## src/rtl/edge_pkg.sv

```systemverilog
// Shared types and limits for the multi-channel edge detector.
package edge_pkg;

  typedef enum logic [1:0] {
    EDGE_OFF  = 2'b00,
    EDGE_RISE = 2'b01,
    EDGE_FALL = 2'b10,
    EDGE_BOTH = 2'b11
  } edge_mode_e;

  localparam int NUM_CH_MIN       = 1;
  localparam int NUM_CH_MAX       = 32;
  localparam int SYNC_STAGES_MIN  = 0;
  localparam int SYNC_STAGES_MAX  = 3;
  localparam int DEBOUNCE_LEN_MIN = 1;
  localparam int DEBOUNCE_LEN_MAX = 256;

  // True when a detect pulse matches the channel's selected event mode.
  function automatic logic mode_hit(edge_mode_e mode, logic re, logic fe);
    return (re && (mode == EDGE_RISE || mode == EDGE_BOTH)) ||
           (fe && (mode == EDGE_FALL || mode == EDGE_BOTH));
  endfunction

endpackage

```

## src/rtl/edge_chan.sv

```systemverilog
// One channel: input synchronizer, debounce filter and registered edge pulses.
module edge_chan #(
  parameter int SYNC_STAGES  = 2,
  parameter int DEBOUNCE_LEN = 4
) (
  input  logic clk,
  input  logic reset,
  input  logic a_i,
  output logic level_o,
  output logic re_o,
  output logic fe_o
);

  localparam int            CW       = $clog2(DEBOUNCE_LEN + 1);
  localparam logic [CW-1:0] CNT_LAST = CW'(DEBOUNCE_LEN - 1);

  logic          sync_out;
  logic [CW-1:0] cnt_q, cnt_d;
  logic          level_q, level_d;
  logic          re_q, fe_q;

  generate
    if (SYNC_STAGES == 0) begin : g_bypass
      assign sync_out = a_i;
    end else begin : g_sync
      logic [SYNC_STAGES-1:0] sync_q;
      // Shift the raw input through the synchronizer chain.
      always_ff @(posedge clk) begin
        if (reset) sync_q <= '0;
        else       sync_q <= (sync_q << 1) | SYNC_STAGES'(a_i);
      end
      assign sync_out = sync_q[SYNC_STAGES-1];
    end
  endgenerate

  // Count cycles of disagreement; accept the new level on the last one.
  // The counter stops at DEBOUNCE_LEN-1, so it can never wrap.
  always_comb begin
    cnt_d   = '0;
    level_d = level_q;
    if (sync_out != level_q) begin
      if (cnt_q == CNT_LAST) begin
        level_d = sync_out;
        cnt_d   = '0;
      end else begin
        cnt_d = cnt_q + 1'b1;
      end
    end
  end

  // Filter state plus edge pulses registered alongside the level change.
  always_ff @(posedge clk) begin
    if (reset) begin
      cnt_q   <= '0;
      level_q <= 1'b0;
      re_q    <= 1'b0;
      fe_q    <= 1'b0;
    end else begin
      cnt_q   <= cnt_d;
      level_q <= level_d;
      re_q    <= level_d & ~level_q;
      fe_q    <= ~level_d & level_q;
    end
  end

  assign level_o = level_q;
  assign re_o    = re_q;
  assign fe_o    = fe_q;

endmodule

```

## src/rtl/edge_detect_mc.sv

```systemverilog
// Multi-channel debounced edge detector with sticky pending flags and irq.
module edge_detect_mc
  import edge_pkg::*;
#(
  parameter int NUM_CH       = 8,
  parameter int SYNC_STAGES  = 2,
  parameter int DEBOUNCE_LEN = 4
) (
  input  logic                  clk,
  input  logic                  reset,
  input  logic [NUM_CH-1:0]     a_in,
  input  logic [2*NUM_CH-1:0]   mode_i,
  input  logic [NUM_CH-1:0]     clr_i,
  input  logic [NUM_CH-1:0]     irq_en_i,
  output logic [NUM_CH-1:0]     level_o,
  output logic [NUM_CH-1:0]     RE_detected,
  output logic [NUM_CH-1:0]     FE_detected,
  output logic [NUM_CH-1:0]     pending_o,
  output logic                  irq_o
);

  if (NUM_CH < NUM_CH_MIN || NUM_CH > NUM_CH_MAX ||
      SYNC_STAGES < SYNC_STAGES_MIN || SYNC_STAGES > SYNC_STAGES_MAX ||
      DEBOUNCE_LEN < DEBOUNCE_LEN_MIN || DEBOUNCE_LEN > DEBOUNCE_LEN_MAX) begin : g_bad_param
    $error("edge_detect_mc: parameter out of range");
  end

  logic [NUM_CH-1:0] pending_q, pending_d;

  for (genvar g = 0; g < NUM_CH; g++) begin : g_chan
    edge_chan #(
      .SYNC_STAGES  (SYNC_STAGES),
      .DEBOUNCE_LEN (DEBOUNCE_LEN)
    ) u_chan (
      .clk     (clk),
      .reset   (reset),
      .a_i     (a_in[g]),
      .level_o (level_o[g]),
      .re_o    (RE_detected[g]),
      .fe_o    (FE_detected[g])
    );
  end

  // Sticky flags: a qualifying pulse sets, clear strobe clears, set wins.
  always_comb begin
    pending_d = pending_q;
    for (int n = 0; n < NUM_CH; n++) begin
      pending_d[n] = mode_hit(edge_mode_e'(mode_i[2*n +: 2]), RE_detected[n], FE_detected[n])
                     | (pending_q[n] & ~clr_i[n]);
    end
  end

  // Pending flag register.
  always_ff @(posedge clk) begin
    if (reset) pending_q <= '0;
    else       pending_q <= pending_d;
  end

  assign pending_o = pending_q;
  assign irq_o     = |(pending_q & irq_en_i);

endmodule

```

## config.mk

```make
export PLATFORM = sky130hd
export DESIGN_NAME = edge_detect_mc
export DESIGN_NICKNAME = d
export VERILOG_FILES = /design/src/rtl/edge_pkg.sv /design/src/rtl/edge_chan.sv /design/src/rtl/edge_detect_mc.sv
export SDC_FILE = /design/constraint.sdc
export NUM_CORES = 1
export LEC_CHECK = 0
export BUFFER_PORTS_ARGS = -buffer_cell sky130_fd_sc_hd__clkbuf_2
export CORE_UTILIZATION = 50
export DETAILED_ROUTE_END_ITERATION = 8
export HOLD_SLACK_MARGIN = 0.05
export MAX_ROUTING_LAYER = met4
export PLACE_DENSITY = 0.82
export SLEW_MARGIN = 5
export SYNTH_ARGS = -nofsm -noshare
export SYNTH_HDL_FRONTEND = slang
export SYNTH_SLANG_ARGS = --single-unit
```

## constraint.sdc

```tcl
create_clock -name clk -period 1.3 [get_ports clk]
set_input_delay 0.065 -clock clk [delete_from_list [all_inputs] [get_ports clk]]
set_output_delay 0.065 -clock clk [all_outputs]
set_load 0.1 [all_outputs]
```

==> results.cfg <==
[run_status]
status = finished with violations
violations = setup timing

[min_path]
hp-class = input port to flop
min_from = mode_i[3]

[synthesis]
ys_seq_area_frac = 0.520
synth_warnings = 0
syn_nets = 298
yosys_register_bits = 72
syn_avg_cell_area_sq_um = 11.6
yosysTopAreaCell = dfxtp_1
synth_top_area_share = 0.520
synth_area_leaders = dfxtp_1, ha_1, buf_4
synthCells = 240
synth_area_sq_um = 2770
yosysUniqueCellTypes = 23

[floorplan]
row_count = 26
ios = 75
die_area_sq_um = 5850
coreArea_sq_um = 5240
die_x_microns = 76.5
die_h_microns = 76.5
start_util = 0.530

[global_routing]
grt_pass1_wl_microns = 8400
grt_max_degree = 41
grt_antenna_before_repair = 0
grt_usage = 0.190
grt_pass1_vias = 1908
grt_overflow = 0

[drt]
routed_via_density = 4.86
firstDrtPassIters = 4
drtIter0Drc = 98
vias = 1905
ant_nets = 0
wl_per_cell_microns = 12.5
drc = 0
wl_microns = 4900

[cts]
post_cts_buffers = 0
cts_made_buffers = 9
clkLatencyLatePin_ps = 330
clkTransAtPathRegs_ps = 80
clockRootBuffer = clkbuf_8
clockBufferDepth = 2
h-tree-depth = 3
cts_tree = yes
cts_sinks = 72

[worst_setup_path]
end_kind = output pin
crit_type = flop to output pin
critPathMaxStageDelay_ps = 350
cp_max_fo = 3
crit_chain = a22oi_2 > nand4_1 > buf_12
regToRegStartpoint = g_chan[2].u_chan.re_o$_SDFF_PP0_
crit_start = pending_o[4]$_SDFF_PP0_
start_kind = flop
cp_slowest_cell = dfxtp_4
worst_ep_required_time_ps = 1240
critPathArrivalTime_ps = 1250

[sta]
fin_crit_ps = 1310
hold_viol = 0
maxSlewHeadroom = 0.632
rsz0062_at_grt = true
finClkSkew_ps = 11.6
fin_ws_ps = -12.2
finalSetupViolations = 1
post-route-period-util = 1.01
drv_slew = 0
fmax_ghz = 0.762
whs_ps = 36.5
worst_pin_slew_ps = 555

[finish]
final_layout_size_suffix_gt1_frac = 0.379
areaGrowthSynthToFinish_pct = 27.2
final_core_util = 0.674
fin_nets = 376
antennaDiodeCount = 0

[pwr]
power_density_nw_per_um2 = 1100
ir_drop_mv = 0.870
leakage_nw = 1.45

[placement]
dpl.hpwl_microns = 3310
portBuffers = 74
gp_congestion = 0.773
dpl_worst_slack_ps = 46.8

[run]
drv_cap = 0
## worst max-delay path: cells and delay by family (launching register included)
family / cells / cell delay (ps)
flip-flops: 1 / 350
buffers and inverters: 1 / 210
AO/OA/AOI/OAI: 1 / 190
AND/OR/NAND/NOR: 1 / 180
## placed cells by master, fill, tap and decap left out, types with 2 or more instances in the layout
cell / instances
clkbuf_2: 65
dfxtp_1: 64
dlygate4sd3_1: 23
nor4_1: 12
nor3_1: 11
ha_1: 11
clkbuf_8: 10
and2b_1: 9
inv_1: 8
xnor2_1: 8
nor4b_2: 8
nand2b_1: 8
a21oi_1: 8
nor2_1: 8
dfxtp_4: 8
buf_4: 8
a22oi_2: 7
mux2i_1: 7
nor2b_1: 7
a22oi_1: 5
nor4_2: 4
ha_2: 4
clkbuf_1: 4
nor4bb_1: 3
nand2_1: 3
buf_12: 3
and4bb_2: 2
## path summary, 6_finish.rpt
check / depth (start not counted) / end / slack [ps]
worst max-delay path: 3 / irq_o / -10
worst max register to register: 3 / pending_o[2]$_SDFF_PP0_ / 30
worst min register to register: 1 / g_chan[7].u_chan.cnt_q[0]$_SDFF_PP0_ / 430
worst min-delay path: 3 / pending_o[1]$_SDFF_PP0_ / 40
## synthesized netlist by cell type, drive strengths merged
master and n:
dfxtp 72, buf 31, ha 16, nor4 16, a22oi 12, nor3 11, and2b 9, a21oi 8
inv 8, mux2i 8, nand2b 8, nor2 8, nor4b 8, xnor2 8, nor2b 7, nand2 3
nor4bb 3, and4bb 2, clkbuf 1, nand4 1
## stage by stage
step	area (sq um)	instances	total power [mW]	TNS, ps
after global routing	3530	392	4.07	-83.0
final	3530	392	3.90	-12.2
after floorplan	2800	240	2.38	-319
after CTS	3490	393	3.94	-61.8
after detailed placement	3080	354	2.44	0
after global placement	3080	354	2.44	0
## flip-flops by register name, indices dropped and copies added, names as in the netlist
| signal | count |
|---|---|
| g_chan.u_chan.cnt_q | 24 |
| g_chan.u_chan.g_sync.sync_q | 16 |
| g_chan.u_chan.fe_o | 8 |
| g_chan.u_chan.level_o | 8 |
| g_chan.u_chan.re_o | 8 |
| pending_o | 8 |
## cells by family after synthesis
group                    share of synthesized area
flip-flops                                   0.520
multiplexers                                0.0289
XOR/XNOR                                    0.0253
adder cells (fa/ha/maj)                     0.0722
buffers and inverters                        0.104
AND/OR/NAND/NOR                              0.203
AO/OA/AOI/OAI                               0.0469
## layer usage
metal	track usage	vias to the layer above	wire (microns)
li1	-	978	-
met3	0.0479	10	176
met2	0.318	42	2500
met1	0.206	875	2110
met5	-	-	0
met4	0.102	0	110
## cell type report
type	instances	area, sq um
Sequential cell	72	1470
Multi-Input combinational cell	128	1110
Inverter	8	30.0
Clock buffer	14	153
Timing Repair Buffer	99	676
Fill cell	405	1710
Clock inverter	1	5.00
Tap cell	70	87.6
## where the power goes
group / internal (mW) / leakage, nW / switching (mW)
sequential: 2.22 / 0.590 / 0.0161
clock: 0.736 / 0.0805 / 0.720
combinational: 0.125 / 0.776 / 0.0820
total: 3.08 / 1.45 / 0.818
## repair_timing
item,CTS,global route
setup endpoints to repair,1,15
hold buffers,24,0
endpoints found under the hold margin,18,0
gates resized for setup,2,12
pin swaps,2,1
Power figures use the tool's default switching activity.
